## src/rtl/sramlike_bridge.sv

```systemverilog
// Bridges a fixed-latency SRAM-style CPU port to a variable-latency req/addr_ok/data_ok bus.
// It holds off the core with cpu_stall and turns byte-write masks into size/address fields.
module sramlike_bridge #(
  parameter int unsigned ADDR_W = 32,
  parameter int unsigned DATA_W = 32
) (
  input  logic                clk,
  input  logic                rst,
  input  logic                cpu_en,
  input  logic [DATA_W/8-1:0] cpu_wen,
  input  logic [ADDR_W-1:0]   cpu_addr,
  input  logic [DATA_W-1:0]   cpu_wdata,
  output logic [DATA_W-1:0]   cpu_rdata,
  output logic                cpu_stall,
  output logic                bus_req,
  output logic                bus_wr,
  output logic [2:0]          bus_size,
  output logic [ADDR_W-1:0]   bus_addr,
  output logic [DATA_W-1:0]   bus_wdata,
  input  logic                bus_addr_ok,
  input  logic                bus_data_ok,
  input  logic [DATA_W-1:0]   bus_rdata,
  output logic                err_wen
);

  localparam int unsigned BYTES = DATA_W / 8;
  localparam int unsigned OFF_W = $clog2(BYTES);

  typedef enum logic [1:0] {IDLE, REQ, WAIT, DONE} state_e;

  state_e              state_q, state_d;
  logic                bus_req_q, bus_req_d;
  logic                bus_wr_q, bus_wr_d;
  logic [2:0]          bus_size_q, bus_size_d;
  logic [ADDR_W-1:0]   bus_addr_q, bus_addr_d;
  logic [DATA_W-1:0]   bus_wdata_q, bus_wdata_d;
  logic [DATA_W-1:0]   cpu_rdata_q, cpu_rdata_d;
  logic                err_wen_q, err_wen_d;

  logic                mask_legal;
  logic [2:0]          mask_size;
  logic [OFF_W-1:0]    mask_off;
  logic                unused_addr_bits;

  // Request addresses are rebuilt from the upper bits, so the CPU's byte offset is never used.
  assign unused_addr_bits = ^cpu_addr[OFF_W-1:0];

  // A mask is legal when it is a naturally aligned run of 2^s ones.
  always_comb begin
    mask_legal = 1'b0;
    mask_size  = '0;
    mask_off   = '0;
    for (int s = 0; s <= int'(OFF_W); s++) begin
      for (int o = 0; o < int'(BYTES); o++) begin
        if (((o % (1 << s)) == 0) &&
            (cpu_wen == BYTES'(((1 << (1 << s)) - 1) << o))) begin
          mask_legal = 1'b1;
          mask_size  = 3'(s);
          mask_off   = OFF_W'(o);
        end
      end
    end
  end

  always_ff @(posedge clk or posedge rst) begin
    if (rst) begin
      state_q     <= IDLE;
      bus_req_q   <= 1'b0;
      bus_wr_q    <= 1'b0;
      bus_size_q  <= '0;
      bus_addr_q  <= '0;
      bus_wdata_q <= '0;
      cpu_rdata_q <= '0;
      err_wen_q   <= 1'b0;
    end else begin
      state_q     <= state_d;
      bus_req_q   <= bus_req_d;
      bus_wr_q    <= bus_wr_d;
      bus_size_q  <= bus_size_d;
      bus_addr_q  <= bus_addr_d;
      bus_wdata_q <= bus_wdata_d;
      cpu_rdata_q <= cpu_rdata_d;
      err_wen_q   <= err_wen_d;
    end
  end

  always_comb begin
    state_d     = state_q;
    bus_req_d   = bus_req_q;
    bus_wr_d    = bus_wr_q;
    bus_size_d  = bus_size_q;
    bus_addr_d  = bus_addr_q;
    bus_wdata_d = bus_wdata_q;
    cpu_rdata_d = cpu_rdata_q;
    err_wen_d   = err_wen_q;
    case (state_q)
      IDLE: begin
        if (cpu_en) begin
          state_d     = REQ;
          bus_req_d   = 1'b1;
          bus_wr_d    = |cpu_wen;
          bus_wdata_d = cpu_wdata;
          // Reads and illegal masks both become full-width, lane-0 transfers.
          if ((cpu_wen != '0) && mask_legal) begin
            bus_size_d = mask_size;
            bus_addr_d = {cpu_addr[ADDR_W-1:OFF_W], mask_off};
          end else begin
            bus_size_d = 3'(OFF_W);
            bus_addr_d = {cpu_addr[ADDR_W-1:OFF_W], OFF_W'(0)};
            if (cpu_wen != '0) err_wen_d = 1'b1;
          end
        end
      end
      REQ: begin
        if (bus_addr_ok) begin
          bus_req_d = 1'b0;
          if (bus_data_ok) begin
            state_d = DONE;
            if (!bus_wr_q) cpu_rdata_d = bus_rdata;
          end else begin
            state_d = WAIT;
          end
        end
      end
      WAIT: begin
        if (bus_data_ok) begin
          state_d = DONE;
          if (!bus_wr_q) cpu_rdata_d = bus_rdata;
        end
      end
      DONE:    state_d = IDLE;
      default: state_d = IDLE;
    endcase
  end

  assign cpu_stall = cpu_en & (state_q != DONE);
  assign cpu_rdata = cpu_rdata_q;
  assign bus_req   = bus_req_q;
  assign bus_wr    = bus_wr_q;
  assign bus_size  = bus_size_q;
  assign bus_addr  = bus_addr_q;
  assign bus_wdata = bus_wdata_q;
  assign err_wen   = err_wen_q;

endmodule

```

## config.mk

```make
export PLATFORM = sky130hd
export DESIGN_NAME = sramlike_bridge
export DESIGN_NICKNAME = d
export VERILOG_FILES = /design/src/rtl/sramlike_bridge.sv
export SDC_FILE = /design/constraint.sdc
export NUM_CORES = 1
export LEC_CHECK = 0
export ABC_CLOCK_PERIOD_IN_PS = 3900
export BUFFER_PORTS_ARGS = -buffer_cell sky130_fd_sc_hd__buf_4
export CELL_PAD_IN_SITES_DETAIL_PLACEMENT = 0
export CELL_PAD_IN_SITES_GLOBAL_PLACEMENT = 1
export CORE_MARGIN = 1
export CORE_UTILIZATION = 36
export CTS_BUF_LIST = sky130_fd_sc_hd__clkbuf_2 sky130_fd_sc_hd__clkbuf_4 sky130_fd_sc_hd__clkbuf_8
export DETAILED_ROUTE_END_ITERATION = 10
export PLACE_DENSITY_LB_ADDON = 0.15
export SLEW_MARGIN = 20
export SYNTH_ARGS = -nofsm -noshare
export SYNTH_HDL_FRONTEND = slang
export SYNTH_SLANG_ARGS = --single-unit
```

## constraint.sdc

```tcl
create_clock -name clk -period 3.9 [get_ports clk]
set_input_delay 0.585 -clock clk [delete_from_list [all_inputs] [get_ports clk]]
set_output_delay 0.585 -clock clk [all_outputs]
set_load 0.01 [all_outputs]
```

==> results of run 1 <==
-- critical path, stage by stage (launching register included) --
cell,delay [ns]
dfrtp_1,0.41
inv_1,0.11
ha_1,0.26
nand2_4,0.65
mux2_2,0.41
-- path summary, 6_finish.rpt --
| kind | slack, ns | cells past startpoint | start | end |
|---|---|---|---|---|
| min | 0.43 | 2 | rst | bus_addr[23] |
| max | 1.88 | 4 | state_q[0] | bus_wdata[6] |
| max in group asynchronous | 2.70 | 3 | rst | bus_wdata[15] |
| min in group clk | 0.44 | 2 | cpu_wen[2] | bus_addr[0] |
| min reg2reg | 0.47 | 1 | err_wen | err_wen |
| max reg2reg | 1.88 | 4 | state_q[0] | bus_wdata[6] |
-- sequential cells by signal, indices dropped and copies added, names as in the netlist --
register / flops
bus_wdata: 32
state_q: 2
err_wen: 1
bus_wr: 1
bus_addr: 32
bus_size: 2
cpu_rdata: 32
bus_req: 1
-- kinds of logic after synthesis --
| logic type | Yosys count | synth area share |
|---|---|---|
| mux | 95 | 0.266 |
| buf+inv | 14 | 0.0214 |
| fa+ha+maj | 5 | 0.0155 |
| simple gates | 21 | 0.0311 |
| compound gates | 12 | 0.0208 |
| flops | 103 | 0.640 |
| other cells | 1 | 0.000931 |
| xor+xnor | 2 | 0.00435 |
-- cell usage in the layout (no fill, tap or decap) --
cell / count
nor4_1: 1
a211oi_1: 1
xnor2_1: 1
mux2_1: 2
xor2_1: 1
o41ai_1: 2
ha_1: 5
o21ai_0: 2
inv_1: 2
conb_1: 1
bufinv_16: 2
a2bb2oi_1: 1
a21o_1: 2
inv_4: 1
nor2b_1: 3
nand4_1: 1
mux2_2: 93
a21oi_1: 2
a22o_1: 1
nor3_1: 2
nor4bb_1: 1
inv_6: 3
nor3_4: 1
nand2_4: 1
a31oi_1: 1
nor2_1: 4
buf_4: 207
dfrtp_1: 103
nand2_1: 6
clkbuf_8: 11
nor2b_4: 1
-- where the power goes --
part / switching, mW / internal [mW] / total, mW
sequential: 0.278 / 1.61 / 1.89
combinational: 0.855 / 1.28 / 2.14
clock: 0.376 / 0.404 / 0.780
-- through the flow --
step	instances	hold WS (ns)	worst slack, ns	total power, mW	instance area (µm²)
final	605	0.425	1.88	4.81	5930
after global routing	605	0.420	1.71	5.12	5930
after CTS	605	0.426	1.84	4.89	5930
after detailed placement	589	0.449	1.87	4.10	5690
after global placement	589	0.445	1.89	4.03	5690
after floorplan	253	0.493	0.611	3.01	4030
-- metal layers --
metal / vias up / global-route usage / share of wire
li1: 1300 / - / -
met1: 1321 / 0.170 / 0.39
met2: 118 / 0.254 / 0.49
met3: 10 / 0.0575 / 0.099
met4: 0 / 0.0587 / 0.014
met5: - / 0 / 0
-- final cells by class --
type | instances | area [µm²]
fillers | 940 | 4960
flip-flops and latches | 103 | 2580
repair buffers | 207 | 1550
multi-input cells | 136 | 1370
well taps | 140 | 175
clock buffers | 11 | 151
clock inverters | 5 | 86.3
inverters | 3 | 13.8
==> out/metrics.yaml, run 1 <==
floorplanning:
  core-area_um2: 10900
  die_area_um2: 11600
  die_w_um: 108
  start_util: 0.370
  pin_count: 208
  core.rowCount: 38
  die_y_um: 108
detailed_routing:
  drc: 0
  postRouteWirelength_um: 8650
  ant_nets: 0
  vias: 2749
  routedWlPerCell_um: 14.3
  dr.first_iter.drc_count: 77
  via_per_inst: 4.54
  first_pass_iters: 2
timing:
  period_needed_ns: 2.02
  max_slew_margin: 0.390
  period_share: 0.518
  slew_violations: 0
  setup_viol: 0
  worstMarginPinSlew_ns: 0.915
  finalHoldViolations: 0
  fmax_ghz: 0.495
  setup_tns_ns: 0
  rsz0062_at_grt: "false"
  finalClockSkew_ns: 0.0140
clocking:
  ctsResizeCount: 0
  clk_pin_slew_ns: 0.10
  cts_hold_buf: 0
  cts_setup_buffers: 0
  cts_tree: "built"
  clkLatencyLatePin_ns: 0.36
  cts.sinks: 103
  cts_root_buffer: "clkbuf_8"
  cts_buffer_depth: 2
  htree_levels: 3
  cts_buffers: 9
critical_path:
  start_kind: "flop"
  path_class: "reg -> reg"
  critPathMaxFanout: 73
  required_ns: 4.14
  end_kind: "flop"
  critPathArrivalTime_ns: 2.25
power:
  p_leak_nw: 2.88
  peakVddDrop_mv: 0.321
  p_per_area_nw_per_um2: 812
yosys:
  yosysMostFrequentCell: "dfrtp_1"
  yosysWarnings: 0
  netlist.area_leader.share: 0.640
  ys_seq_area_frac: 0.640
  yosys.area.top_type: "dfrtp_1"
  synth_flop_cell: "dfrtp_1"
  synth_commonest_cells: "dfrtp_1 (103), mux2_2 (93), buf_2 (6), nand2_1 (6), ha_1 (5)"
  synth_cell_type_count: 30
  synth_area_um2: 4030
  netlist_instances: 253
  async_flop_share: 1.00
  synth-edff-count: 0
  synth_area_leaders: "dfrtp_1 (64%), mux2_2 (26%), ha_1 (1.6%), buf_6 (0.84%), buf_2 (0.75%)"
  ys_ff_latch: 103
  synth_fp_nets: 363
  syn_area_per_cell_um2: 15.9
finish:
  final_core_utilization: 0.544
  layout.nets: 570
  drive_above_1_share: 0.688
  synthToLayoutAreaGrowth_pct: 47.2
  antenna_cells: 0
global_routing:
  grt-ovfl-total: 0
  grt_use_total: 0.150
  grt_pass1_vias: 2742
  grt_max_degree: 77
  grt_pass1_wl_um: 13200
  antenna_found_initial: 0
hold_path:
  hp-class: "in -> async"
outcome:
  status: "finished, final reports clean"
placed_design:
  hpwlAfterDp_um: 6350
  gp_congestion: 0.706
  port_buffers: 204
flow_run:
  drv_cap: 0
(Power assumes the default switching activity.)
==> run 2, diff against run 1 <==
- ABC_CLOCK_PERIOD_IN_PS: 3900 -> 1650
- CORE_UTILIZATION: 36 -> 33
- clock period: 3.9 -> 1.65 ns (I/O delays scaled with it)
==> run 2 against run 1 <==
The flow now finishes with violations (setup timing). Flip-flop and latch count unchanged. Global-route usage increased by 0.45 points. First-iteration DRC count increased by 32%. Register-to-register slack worse by 1.9 ns. Total power up 150%. Wire length rose by 8.4%. Critical path type unchanged. Largest cell class unchanged.
==> out/metrics.yaml, run 2 (same netlist as run 1, synthesis figures left out) <==
critical_path:
  rr_startpoint: "state_q[0]"
  start_kind: "flop"
  end_kind: "flop"
  endpoint: "cpu_rdata[9]"
  r2r_end: "cpu_rdata[9]"
  critPathMaxFanout: 16  # -78%
  r2r_cells: 6  # +2
  required_ns: 1.90  # -2.24 ns
  r2r_slack_ns: -0.05  # -1.93 ns
  critPathArrivalTime_ns: 1.95  # -0.30 ns
  critPathLaunch: "state_q[0]"
  path_class: "reg -> reg"
finish:
  stdcell_count: 618  # +2.1%
  synthToLayoutAreaGrowth_pct: 52.9
  final_core_utilization: 0.528  # -0.0163
  layout.nets: 581  # +1.9%
  antenna_cells: 0  # unchanged
  fillers: 1041  # +11%
  drive_above_1_share: 0.705  # +0.0171
  final_common_cell: "buf_4"
  final_cell_mix: "buf_4 (211), dfrtp_1 (103), mux2_2 (77)"
timing:
  fmax_ghz: 0.589  # +19%
  period_share: 1.03  # +0.512
  setup_viol: 19  # +19
  finalHoldViolations: 0  # unchanged
  max_slew_margin: 0.626  # +0.236
  hold_ws_ns: 0.0855  # -0.340 ns
  slew_violations: 0  # unchanged
  period_needed_ns: 1.70  # -0.320 ns
  finalClockSkew_ns: 0.0179  # +0.00391 ns
  worstMarginPinSlew_ns: 0.561  # -0.353 ns
  rsz0062_at_grt: "true"
  fin_ws_ns: -0.0488  # -1.93 ns
flow_run:
  drv_cap: 0  # unchanged
global_routing:
  antenna_found_initial: 0  # unchanged
  grt_max_degree: 60  # -22%
  grt-ovfl-total: 0  # unchanged
  grt_pass1_vias: 2993  # +9.2%
  grt_use_total: 0.155  # +0.00451
  grt_pass1_wl_um: 14900  # +13%
floorplanning:
  core-area_um2: 11700  # +7.1%
  core.rowCount: 39  # +2.6%
  die_area_um2: 12600  # +8.9%
  start_util: 0.345  # -0.0246
  pin_count: 208  # unchanged
  die_y_um: 112  # +4.4%
  die_w_um: 112  # +4.4%
clocking:
  cts.sinks: 103  # unchanged
  clk_pin_slew_ns: 0.11  # about the same
  htree_levels: 3  # unchanged
  cts_root_buffer: "clkbuf_8"
  cts_buffers: 9  # unchanged
  cts_tree: "built"
  clkLatencyLatePin_ns: 0.38  # +0.02 ns
  cts_buffer_depth: 2  # unchanged
outcome:
  status: "finished with violations"
  violations: "setup timing"
detailed_routing:
  dr.first_iter.drc_count: 102  # +32%
  ant_nets: 0  # unchanged
  via_per_inst: 4.65  # +2.3%
  vias: 2873  # +4.5%
  first_pass_iters: 4  # +2
  routedWlPerCell_um: 15.2  # +6.1%
  drc: 0  # unchanged
  postRouteWirelength_um: 9380  # +8.4%
power:
  peakVddDrop_mv: 1.03  # +220%
  p_per_area_nw_per_um2: 1930  # +140%
  power.total_mw: 11.9  # +150%
  p_leak_nw: 3.00  # +4.0%
placed_design:
  pre_cts_slack_ns: -0.0386  # -1.91 ns
  post-place-cells: 599  # +1.7%
  port_buffers: 204  # unchanged
  hpwlAfterDp_um: 6660  # +4.8%
  gp_congestion: 0.799  # +13%
hold_path:
  hp-class: "in -> reg"
[run 2: changes by cell type in the layout (fill, tap and decap cells not counted), sizes merged]
cell,before,now
buf,207,217
inv,6,2
clkinv,0,2
clkinvlp,0,1
dlygate4sd3,0,1
[run 2: worst min-delay path by stage]
stage	from	to	slack, ns	depth (start not counted)
after global placement	rst	bus_wdata[18]	0.37	3
after floorplan	cpu_wen[0]	bus_addr[0]	0.34	1
after CTS	cpu_wen[2]	bus_addr[0]	0.06	2
final	bus_rdata[25]	cpu_rdata[25]	0.09	2
after global routing	cpu_wen[2]	bus_addr[0]	0.07	2
after detailed placement	rst	bus_wdata[21]	0.38	3
[run 2: layout make-up]
| cell class | count | area [µm²] | share of cell area |
|---|---|---|---|
| clock buffers | 11 | 145 | 0.0236 |
| clock inverters | 4 | 70.1 | 0.0114 |
| inverters | 3 | 15.0 | 0.00244 |
| multi-input cells | 136 | 1450 | 0.236 |
| flip-flops and latches | 103 | 2580 | 0.419 |
| well taps | 143 | 179 | 0.0291 |
| repair buffers | 218 | 1720 | 0.279 |
[run 2: metrics by stage]
step | TNS (ns) | instance area, µm²
global route | -2.32 | 6160
floorplan | -0.435 | 4050
CTS | -0.711 | 6150
detailed placement | -0.898 | 5790
global placement | 0 | 5790
finish | -0.659 | 6160
[run 2: critical path, stage by stage (launching register included)]
cell	delay (ns)
dfrtp_1	0.42
ha_2	0.20
nor2b_4	0.14
nor3_4	0.16
buf_6	0.17
buf_16	0.16
mux2_2	0.34
[run 2: timing repair]
item | 4_1_cts | 5_1_grt
endpoints found under the setup margin | 34 | 34
pin swaps | 1 | 1
gates resized for setup | 20 | 2
hold buffers | 1 | 0
gates cloned | 2 | 0
buffers inserted | 1 | 0
endpoints found under the hold margin | 59 | 0
[run 2: metal layers]
metal | global-route usage | routed length [µm] | part of all wire
met1 | 0.183 | 3850 | 0.41
met2 | 0.249 | 4590 | 0.49
met3 | 0.0589 | 805 | 0.086
met4 | 0.0720 | 132 | 0.014
met5 | 0 | 0 | 0
[run 2: where the power goes]
part	switching [mW]	internal, mW
sequential	0.666	3.82
clock	0.834	0.901
combinational	2.20	3.46
total	3.70	8.18
==> run 3, diff against run 2 <==
- RECOVER_POWER: not set -> 100
==> run 3 against run 2 <==
The run still ends with setup timing left. Flip-flop and latch count is the same. Utilization shrank 3.4 points. Critical path depth is the same. Largest power group unchanged. Hold slack lost 0.0012 ns. Via count is essentially flat. Setup slack lost 0.0016 ns. Cell count is the same. Total power shrank 8.8%.
==> out/metrics.yaml, run 3 (same netlist as run 1, synthesis figures left out) <==
timing:
  slew_violations: 0  # unchanged
  finalClockSkew_ns: 0.0131  # -0.00478 ns
  period_share: 1.03  # about the same
  setup_viol: 26  # +7
  fin_ws_ns: -0.0504  # -0.00159 ns
  hold_ws_ns: 0.0843  # -0.00121 ns
  fmax_ghz: 0.588  # about the same
  worstMarginPinSlew_ns: 0.806  # +0.245 ns
  period_needed_ns: 1.70  # +0.00159 ns
  setup_tns_ns: -0.728  # -0.0692 ns
  max_slew_margin: 0.463  # -0.163
  rsz0062_at_grt: "true"
  finalHoldViolations: 0  # unchanged
power:
  p_per_area_nw_per_um2: 1880  # -2.5%
  power.total_mw: 10.8  # -8.8%
  peakVddDrop_mv: 0.996  # -3.1%
  p_leak_nw: 2.62  # -13%
detailed_routing:
  dr_wl_met3_um: 820  # +1.9%
  dr.first_iter.drc_count: 104  # +2.0%
  postRouteWirelength_um: 9370  # about the same
  routed.top_layer: "met4"
  wl_met1_um: 3840  # -0.34%
  routedWlPerCell_um: 15.2  # about the same
  drc: 0  # unchanged
  first_pass_iters: 4  # unchanged
  via_per_inst: 4.65  # about the same
  vias: 2874  # +0.035%
  met2_wirelength_um: 4540  # -0.96%
  ant_nets: 0  # unchanged
critical_path:
  path_cells: "ha_2, nor2b_4, nor3_4, buf_6, buf_16, mux2_2"
  crit_slowest_cell: "dfrtp_1"
  start_kind: "flop"
  r2r_end: "cpu_rdata[9]"
  critPathArrivalTime_ns: 1.96  # about the same
  r2r_slack_ns: -0.05  # about the same
  rr_startpoint: "state_q[0]"
  path_buf_inv: 2  # unchanged
  r2r_cells: 6  # unchanged
  end_kind: "flop"
  required_ns: 1.91  # about the same
  path_delay_family: "flip-flops"
  critPathMaxFanout: 16  # unchanged
  path_class: "reg -> reg"
  critPathMaxStageDelay_ns: 0.42  # about the same
flow_run:
  drv_cap: 0  # unchanged
hold_path:
  hold_end: "bus_addr[0]"
  hold_depth: 2  # unchanged
  hp-class: "in -> reg"
  min_from: "cpu_wen[2]"
clocking:
  clkLatencyLatePin_ns: 0.37  # about the same
  cts.sinks: 103  # unchanged
  htree_levels: 3  # unchanged
  cts_buffers: 9  # unchanged
  cts_root_buffer: "clkbuf_8"
  cts_tree: "built"
  clk_pin_slew_ns: 0.09  # -0.02 ns
  cts_buffer_depth: 2  # unchanged
global_routing:
  grt_max_degree: 60  # unchanged
  grt_use_total: 0.155  # unchanged
  grt_pass1_wl_um: 14900  # unchanged
  grt_pass1_vias: 2993  # unchanged
  grt-ovfl-total: 0  # unchanged
  antenna_found_initial: 0  # unchanged
finish:
  final_cell_mix: "buf_4 (106), dfrtp_1 (103), clkbuf_1 (102)"
  fillers: 1118  # +7.4%
  antenna_cells: 0  # unchanged
  final_common_cell: "buf_4"
  final_core_utilization: 0.494  # -0.0343
  stdcell_count: 618  # unchanged
  synthToLayoutAreaGrowth_pct: 43.0
  final_area_um2: 5760  # -6.5%
  layout.nets: 581  # unchanged
  drive_above_1_share: 0.488  # -0.217
floorplanning:
  pin_count: 208  # unchanged
  core.rowCount: 39  # unchanged
  start_util: 0.345  # unchanged
  die_w_um: 112  # unchanged
  die_y_um: 112  # unchanged
  die_area_um2: 12600  # unchanged
  core-area_um2: 11700  # unchanged
outcome:
  status: "finished with violations"
  violations: "setup timing"
placed_design:
  hpwlAfterDp_um: 6660  # unchanged
  gp_congestion: 0.799  # unchanged
  pre_cts_slack_ns: -0.0386  # unchanged
  port_buffers: 204  # unchanged
  dpl_cell_area_um2: 5790  # unchanged
  post-place-cells: 599  # unchanged
==> run 3: changes by cell type in the layout (fill, tap and decap cells not counted), sizes merged <==
| cell | change |
|---|---|
| buf | -106 |
| clkbuf | +106 |
==> run 3: routing by layer <==
layer,vias to the layer above,GRT usage
met5,-,0
met4,0,0.0720
met3,13,0.0589
met2,128,0.249
met1,1417,0.183
li1,1316,-
==> run 3: what timing repair did <==
item | 4_1_cts | 5_1_grt
hold buffers | 1 | 0
endpoints found under the hold margin | 59 | 0
resized for setup | 20 | 2
pin swaps | 1 | 1
gates cloned | 2 | 0
endpoints found under the setup margin | 34 | 34
buffers inserted | 1 | 0
==> run 3: how the worst max path moves through the flow <==
stage                          to       start  cells after the start
floorplan           cpu_rdata[20]  state_q[1]                      6
detailed placement  cpu_rdata[28]  state_q[0]                      6
CTS                  cpu_rdata[9]  state_q[0]                      6
global route         cpu_rdata[9]  state_q[0]                      6
global placement    cpu_rdata[20]  state_q[0]                      6
finish               cpu_rdata[9]  state_q[0]                      6
==> run 3: power by group <==
part	switching, mW	leakage, nW	internal, mW	total (mW)
Sequential	0.633	1.22	3.81	4.45
Clock	0.827	0.113	0.900	1.73
Combinational	2.20	1.28	2.45	4.65
Total	3.66	2.62	7.17	10.8
==> run 3: final cells by class <==
type                    instances  area [µm²]  share of cell area
flip-flops and latches        103        2580               0.448
repair buffers                218        1320               0.230
clock inverters                 4        70.1              0.0122
well taps                     143         179              0.0311
multi-input cells             136        1450               0.251
inverters                       3        15.0             0.00261
clock buffers                  11         145              0.0252
